`config.mk`:
```
export PLATFORM = sky130hd
export DESIGN_NAME = ps2_key_decoder
export DESIGN_NICKNAME = d
export VERILOG_FILES = /design/src/rtl/ps2_pkg.sv /design/src/rtl/ps2_line_filter.sv /design/src/rtl/ps2_key_decoder.sv
export SDC_FILE = /design/constraint.sdc
export NUM_CORES = 1
export LEC_CHECK = 0
export ABC_AREA = 0
export CORE_UTILIZATION = 25
export CTS_CLUSTER_SIZE = 28
export DETAILED_ROUTE_END_ITERATION = 6
export MAX_ROUTING_LAYER = met4
export PLACE_DENSITY = 0.38
export SYNTH_ARGS = -nofsm -noshare
export SYNTH_HDL_FRONTEND = slang
export SYNTH_SLANG_ARGS = --single-unit
```
`constraint.sdc`:
```
create_clock -name clock50MHz -period 3.5 [get_ports clock50MHz]
set_input_delay 0.7 -clock clock50MHz [delete_from_list [all_inputs] [get_ports clock50MHz]]
set_output_delay 0.7 -clock clock50MHz [all_outputs]
set_load 0.1 [all_outputs]
```
`src/rtl/ps2_pkg.sv`:
```
// Shared types and constants for the PS/2 keyboard decoder.
package ps2_pkg;

  typedef enum logic [1:0] {
    ST_IDLE,
    ST_DATA,
    ST_PARITY,
    ST_STOP
  } ps2_state_e;

  localparam logic [7:0] PS2_PREFIX_EXT = 8'hE0;
  localparam logic [7:0] PS2_PREFIX_BRK = 8'hF0;

  // Movement scan codes: WASD (plain) and arrow keys (E0-prefixed)
  localparam logic [7:0] SC_W     = 8'h1D;
  localparam logic [7:0] SC_S     = 8'h1B;
  localparam logic [7:0] SC_A     = 8'h1C;
  localparam logic [7:0] SC_D     = 8'h23;
  localparam logic [7:0] SC_UP    = 8'h75;
  localparam logic [7:0] SC_DOWN  = 8'h72;
  localparam logic [7:0] SC_LEFT  = 8'h6B;
  localparam logic [7:0] SC_RIGHT = 8'h74;

  localparam logic [1:0] KEY_UP    = 2'd0;
  localparam logic [1:0] KEY_DOWN  = 2'd1;
  localparam logic [1:0] KEY_LEFT  = 2'd2;
  localparam logic [1:0] KEY_RIGHT = 2'd3;

  typedef struct packed {
    logic       hit;
    logic [1:0] idx;
  } key_map_t;

  // Map a completed code (with its extended flag) onto a keysHeld bit
  function automatic key_map_t map_key(input logic ext, input logic [7:0] code);
    key_map_t m;
    m = '0;
    if (!ext) begin
      case (code)
        SC_W:    m = '{hit: 1'b1, idx: KEY_UP};
        SC_S:    m = '{hit: 1'b1, idx: KEY_DOWN};
        SC_A:    m = '{hit: 1'b1, idx: KEY_LEFT};
        SC_D:    m = '{hit: 1'b1, idx: KEY_RIGHT};
        default: m = '0;
      endcase
    end else begin
      case (code)
        SC_UP:    m = '{hit: 1'b1, idx: KEY_UP};
        SC_DOWN:  m = '{hit: 1'b1, idx: KEY_DOWN};
        SC_LEFT:  m = '{hit: 1'b1, idx: KEY_LEFT};
        SC_RIGHT: m = '{hit: 1'b1, idx: KEY_RIGHT};
        default:  m = '0;
      endcase
    end
    return m;
  endfunction

endpackage

```
`src/rtl/ps2_line_filter.sv`:
```
// Synchronizes an asynchronous PS/2 line, debounces it and flags falling edges.
module ps2_line_filter #(
  parameter int unsigned FILTER_LEN = 4
) (
  input  logic clk,
  input  logic reset,
  input  logic line_in,
  output logic fall_edge
);

  localparam int unsigned CNT_W = (FILTER_LEN > 1) ? $clog2(FILTER_LEN) : 1;
  localparam logic [CNT_W-1:0] CNT_MAX = CNT_W'(FILTER_LEN - 1);

  logic             sync1;
  logic             sync2;
  logic             level;
  logic [CNT_W-1:0] cnt;

  // Two-flop synchronizer, preset to the idle-high level
  always_ff @(posedge clk) begin
    if (reset) begin
      sync1 <= 1'b1;
      sync2 <= 1'b1;
    end else begin
      sync1 <= line_in;
      sync2 <= sync1;
    end
  end

  // Filtered level follows only after FILTER_LEN consecutive differing samples
  always_ff @(posedge clk) begin
    if (reset) begin
      level     <= 1'b1;
      cnt       <= '0;
      fall_edge <= 1'b0;
    end else begin
      fall_edge <= 1'b0;
      if (sync2 == level) begin
        cnt <= '0;
      end else if (cnt == CNT_MAX) begin
        level     <= sync2;
        cnt       <= '0;
        fall_edge <= ~sync2;
      end else begin
        cnt <= cnt + 1'b1;
      end
    end
  end

endmodule

```
`src/rtl/ps2_key_decoder.sv`:
```
// PS/2 device-to-host frame receiver with make/break/extended decoding
// and a held-state bitmap for the movement keys.
module ps2_key_decoder
  import ps2_pkg::*;
#(
  parameter int unsigned FILTER_LEN     = 4,
  parameter int unsigned TIMEOUT_CYCLES = 50000
) (
  input  logic       clock50MHz,
  input  logic       reset,
  input  logic       ps2Clk,
  input  logic       ps2Dat,
  output logic [7:0] scanCode,
  output logic       keyEvent,
  output logic       isBreak,
  output logic       isExtended,
  output logic       frameError,
  output logic [3:0] keysHeld
);

  localparam int unsigned TO_W = $clog2(TIMEOUT_CYCLES + 1);
  localparam logic [TO_W-1:0] TO_LAST = TO_W'(TIMEOUT_CYCLES - 1);

  ps2_state_e      state;
  ps2_state_e      state_next;
  logic            fall_edge;
  logic            dat_sync1;
  logic            dat_s;
  logic [2:0]      bit_cnt;
  logic [7:0]      shift;
  logic            parity_bit;
  logic [TO_W-1:0] to_cnt;
  logic            ext_pending;
  logic            brk_pending;
  logic            timeout_hit;
  logic            byte_ok;
  logic            frame_err;
  key_map_t        key_map;

  ps2_line_filter #(
    .FILTER_LEN(FILTER_LEN)
  ) u_clk_filter (
    .clk      (clock50MHz),
    .reset    (reset),
    .line_in  (ps2Clk),
    .fall_edge(fall_edge)
  );

  // Data line needs only synchronizing; it is sampled on filtered clock edges
  always_ff @(posedge clock50MHz) begin
    if (reset) begin
      dat_sync1 <= 1'b1;
      dat_s     <= 1'b1;
    end else begin
      dat_sync1 <= ps2Dat;
      dat_s     <= dat_sync1;
    end
  end

  // Frame state register
  always_ff @(posedge clock50MHz) begin
    if (reset) state <= ST_IDLE;
    else       state <= state_next;
  end

  // Next-state, byte-accept and error detection
  always_comb begin
    state_next  = state;
    byte_ok     = 1'b0;
    frame_err   = 1'b0;
    timeout_hit = (state != ST_IDLE) && !fall_edge && (to_cnt == TO_LAST);
    case (state)
      ST_IDLE: begin
        if (fall_edge) begin
          if (!dat_s) state_next = ST_DATA;
          else        frame_err  = 1'b1;
        end
      end
      ST_DATA: begin
        if (fall_edge && bit_cnt == 3'd7) state_next = ST_PARITY;
      end
      ST_PARITY: begin
        if (fall_edge) state_next = ST_STOP;
      end
      ST_STOP: begin
        if (fall_edge) begin
          if (dat_s && (^{shift, parity_bit})) byte_ok   = 1'b1;
          else                                frame_err = 1'b1;
          state_next = ST_IDLE;
        end
      end
      default: state_next = ST_IDLE;
    endcase
    if (timeout_hit) begin
      frame_err  = 1'b1;
      state_next = ST_IDLE;
    end
  end

  // Bit shifting, parity capture and inactivity timer
  always_ff @(posedge clock50MHz) begin
    if (reset) begin
      bit_cnt    <= '0;
      shift      <= '0;
      parity_bit <= 1'b0;
      to_cnt     <= '0;
    end else begin
      if (fall_edge || state == ST_IDLE) to_cnt <= '0;
      else                               to_cnt <= to_cnt + 1'b1;
      if (fall_edge) begin
        case (state)
          ST_IDLE:   bit_cnt <= '0;
          ST_DATA: begin
            shift   <= {dat_s, shift[7:1]};
            bit_cnt <= bit_cnt + 1'b1;
          end
          ST_PARITY: parity_bit <= dat_s;
          default:   ;
        endcase
      end
    end
  end

  assign key_map = map_key(ext_pending, shift);

  // Prefix tracking, event strobes and held-key bitmap
  always_ff @(posedge clock50MHz) begin
    if (reset) begin
      ext_pending <= 1'b0;
      brk_pending <= 1'b0;
      scanCode    <= '0;
      keyEvent    <= 1'b0;
      isBreak     <= 1'b0;
      isExtended  <= 1'b0;
      frameError  <= 1'b0;
      keysHeld    <= '0;
    end else begin
      keyEvent   <= 1'b0;
      frameError <= frame_err;
      if (byte_ok) begin
        if (shift == PS2_PREFIX_EXT) begin
          ext_pending <= 1'b1;
        end else if (shift == PS2_PREFIX_BRK) begin
          brk_pending <= 1'b1;
        end else begin
          keyEvent    <= 1'b1;
          scanCode    <= shift;
          isBreak     <= brk_pending;
          isExtended  <= ext_pending;
          ext_pending <= 1'b0;
          brk_pending <= 1'b0;
          if (key_map.hit) keysHeld[key_map.idx] <= ~brk_pending;
        end
      end
    end
  end

endmodule

```
==> Flow_metrics.wiki <==
{| class="wikitable"
! Metric !! Value
|-
| GRT Total Usage || 10.5%
|-
| Total I/O pin count || 20
|-
| Number of max-slew violations in the final report || 0
|-
| Floorplan die height || just over 100 microns
|-
| Complex-gate fraction of the synthesized area || 9.84%
|-
| Final Net Count || a little over 300
|-
| Synthesized area || between 0.002 and 0.003 sq mm
|-
| Post-synth top flop || dfxtp_1
|-
| Chain of cells forming the critical path || clkdlybuf4s50_1
|-
| Syn nets || approximately 300
|-
| Starting density of the core || between 20 and 30%
|-
| Num CTS Buffers || 5
|-
| Post-cts gate resize count || 0
|-
| Post-synthesis xor/xnor area fraction || under 10%
|-
| Routability-driven placement congestion ratio || roughly 0.71
|-
| Vias in the first global route || between 1500 and 2000
|-
| Synthesized instance count || around 290
|-
| Synthesis-to-layout area growth || 14.8%
|-
| Count of hold buffers inserted by post-cts repair || 0
|-
| Number of diodes added for antenna fixing || 0
|-
| Setup repair after global routing missed its margin || false
|-
| Overflow left after global routing || 0
|-
| Crit Path Max Fanout || 2
|-
| Port Buffers || 19
|-
| Core area || ~0.0098 sq mm
|-
| Clock latency at the later pin of the worst-skew pair || 0.31 ns
|-
| Via density || between 4 and 5
|-
| Post-detail-place hpwl || around 3500 microns
|-
| Top Family by Delay on Critical Path || buffers and inverters
|-
| Post-route clock period utilization || 71.1%
|-
| Global-route wire length before repair || between 8000 and 9000 microns
|-
| Fmax || around 400 MHz
|-
| Area share of fa/ha/maj cells after synthesis || 3.94%
|-
| Summed negative setup slack over all endpoints || 0 ns
|-
| Final count of negative-setup-slack endpoints || 0
|-
| Total number of vias || roughly 1900
|-
| Kind of launch point of the worst setup path || flip-flop
|-
| Post-CTS Repair Setup Buffers || 0
|-
| Start-to-end type of the worst setup path || reg -> out
|-
| Top cell type's share of synthesized area || about 44%
|-
| FF-to-FF setup slack || 1.15 ns
|-
| Die footprint || around 0.011 sq mm
|-
| Power density normalized to cell area || approximately 370 mW/mm^2
|-
| Leading cell types by count after synthesis || dfxtp_1 (56), nor2_1 (39), nand2_1 (27)
|-
| H-tree Lvls || 2
|-
| Most frequently used cell type in the post-synthesis netlist || dfxtp_1
|-
| Site row count || 36
|-
| Drt pass-1 iters || 4
|-
| Mean Syn Cell Area || 8.86 sq um
|-
| Maximum clock path buffer count || 2
|-
| Buf/Inv on CP || 1
|-
| Highest ir drop seen on vdd || 0.126 mV
|-
| Crit. End Element || primary output
|-
| Largest family of logic cells by synthesized area || simple AND/OR/NAND/NOR gates
|-
| Clock tree from TritonCTS || built
|-
| Class of the worst hold path || reg -> reg
|-
| Met3 usage || ~2.2%
|-
| Largest net degree at the start of global routing || 39
|-
| Shortest period the worst path allows || around 2.5 ns
|-
| Clock Sinks || 56
|-
| Portion of the post-synthesis area used by sequential elements || 44.1%
|-
| Number of synthesized flops with an enable pin || 0
|-
| Number of maximum-capacitance constraint violations || 0
|-
| Clock Skew || 0.00749 ns
|-
| Layer with the highest usage || met2
|-
| Biggest area consumer among synthesized cells || dfxtp_1
|-
| Worst Tran Pin Value || 0.972 ns
|-
| Yosys warns || 0
|-
| Endpoint required time on the critical path || approximately 2.8 ns
|-
| Number of nets with antenna violations after detailed routing || 0
|-
| Routing usage on met1 || between 10% and 20%
|-
| Outcome || completed
|-
| Relative slew margins || a little over a third
|-
| P_leak || ~1.0 nW
|-
| Number of inserted filler cells in the final layout || roughly 1100
|-
| Violation count after the first detailed-routing iteration || 40
|-
| Chip Width || just over 100 microns
|-
| Fraction of final layout cells with drive strength greater than 1 || 6.06%
|-
| Number of distinct standard cells referenced by the synthesized netlist || between 40 and 50
|-
| DR DRC count || 0
|-
| CP arrival || ~1.8 ns
|-
| Leading post-synthesis cells by cell area || dfxtp_1 (44%), nor2_1 (5.8%), mux2i_1 (4.3%)
|-
| Final wirelength || between 4000 and 5000 microns
|-
| Worst-path clk slew || roughly 0.10 ns
|-
| Multiplexer share of the synthesized area || 4.33%
|-
| Flop and latch count out of synthesis || 56
|-
| Final Hold Vio Count || 0
|-
| CTS root buffer || clkbuf_8
|-
| Antenna violations before repair || 0
|-
| Met2 layer usage reported by global route || between 10% and 20%
|-
| Fraction of the mapped netlist area in simple logic gates || 23.9%
|-
| DP Worst Slack || roughly 1.1 ns
|-
| Slowest stage delay, CP || 1.13 ns
|-
| Routed len/inst || about 12 microns
|-
| Slowest cell on the critical path || clkdlybuf4s50_1
|-
| Post-synth ARST share || 0%
|-
| Setup slack after layout || about 1.0 ns
|}
## sequential cells by signal (all words and copies together) (netlist names)
register / count
keysHeld: 4
dat_s: 1
shift: 8
parity_bit: 1
u_clk_filter.sync2: 1
dat_sync1: 1
u_clk_filter.level: 1
scanCode: 8
keyEvent: 1
state: 2
ext_pending: 1
bit_cnt: 3
u_clk_filter.fall_edge: 1
frameError: 1
brk_pending: 1
u_clk_filter.cnt: 2
u_clk_filter.sync1: 1
to_cnt: 16
isExtended: 1
isBreak: 1
## per-layer routing
layer	vias to the layer above	part of all wire (%)
li1	995	-
met1	848	47
met2	18	50
met3	2	2.5
met4	0	0.16
met5	-	0
## stage by stage
stage / hold WS (ns) / std cells / instance area (sq um) / total power, mW / utilization, %
floorplan: 0.389 / 287 / 2540 / 0.664 / -
global placement: 0.394 / 422 / 2810 / 0.670 / 28.6
detailed placement: 0.398 / 422 / 2810 / 0.670 / 28.6
CTS: 0.426 / 430 / 2920 / 1.11 / 29.7
global route: 0.439 / 430 / 2920 / 1.13 / 29.7
finish: 0.420 / 430 / 2920 / 1.08 / 29.7
## power breakdown
part / leakage, nW / switching [mW] / internal [mW]
Clock: 0.0552 / 0.213 / 0.213
Combinational: 0.514 / 0.00831 / 0.00595
Sequential: 0.452 / 0.00149 / 0.639
Total: 1.02 / 0.223 / 0.858
## final timing paths
kind	startpoint	to	cells after the start
worst max-delay path	scanCode[1]	scanCode[1]	1
worst min-delay path	dat_sync1	dat_s	1
worst max register to register	shift[1]	scanCode[7]	6
worst min register to register	dat_sync1	dat_s	1
## layout by cell type (no fill, tap or decap), types with 3 or more instances in the layout
master	n
dfxtp_1	56
nor2_1	39
nand2_1	27
a21oi_1	21
clkdlybuf4s50_1	19
nand3_1	12
mux2i_1	11
or3_1	10
xor2_1	9
o21ai_0	9
inv_1	8
xnor2_1	8
nor3_1	8
ha_1	8
clkbuf_8	5
nand4_1	4
or2_2	4
nor4_1	3
o32ai_1	3
nand3b_1	3
## layout make-up
cell class	instances	area [sq um]	area share, %
Multi-Input combinational cell	205	1300	44.4
Sequential cell	56	1120	38.4
Timing Repair Buffer	20	198	6.77
Tap cell	133	166	5.70
Clock buffer	6	72.6	2.49
Clock inverter	2	35.0	1.20
Inverter	8	30.0	1.03
## logic make-up (layout without fill, tap and decap cells)
kind of cell    Yosys count  after routing
compound gates           42             42
xor+xnor                 20             20
fa+ha+maj                 8              8
buf+inv                  26             36
flops                    56             56
mux                      11             11
simple gates            124            124
Note: power is estimated with default switching activity, not from simulation.
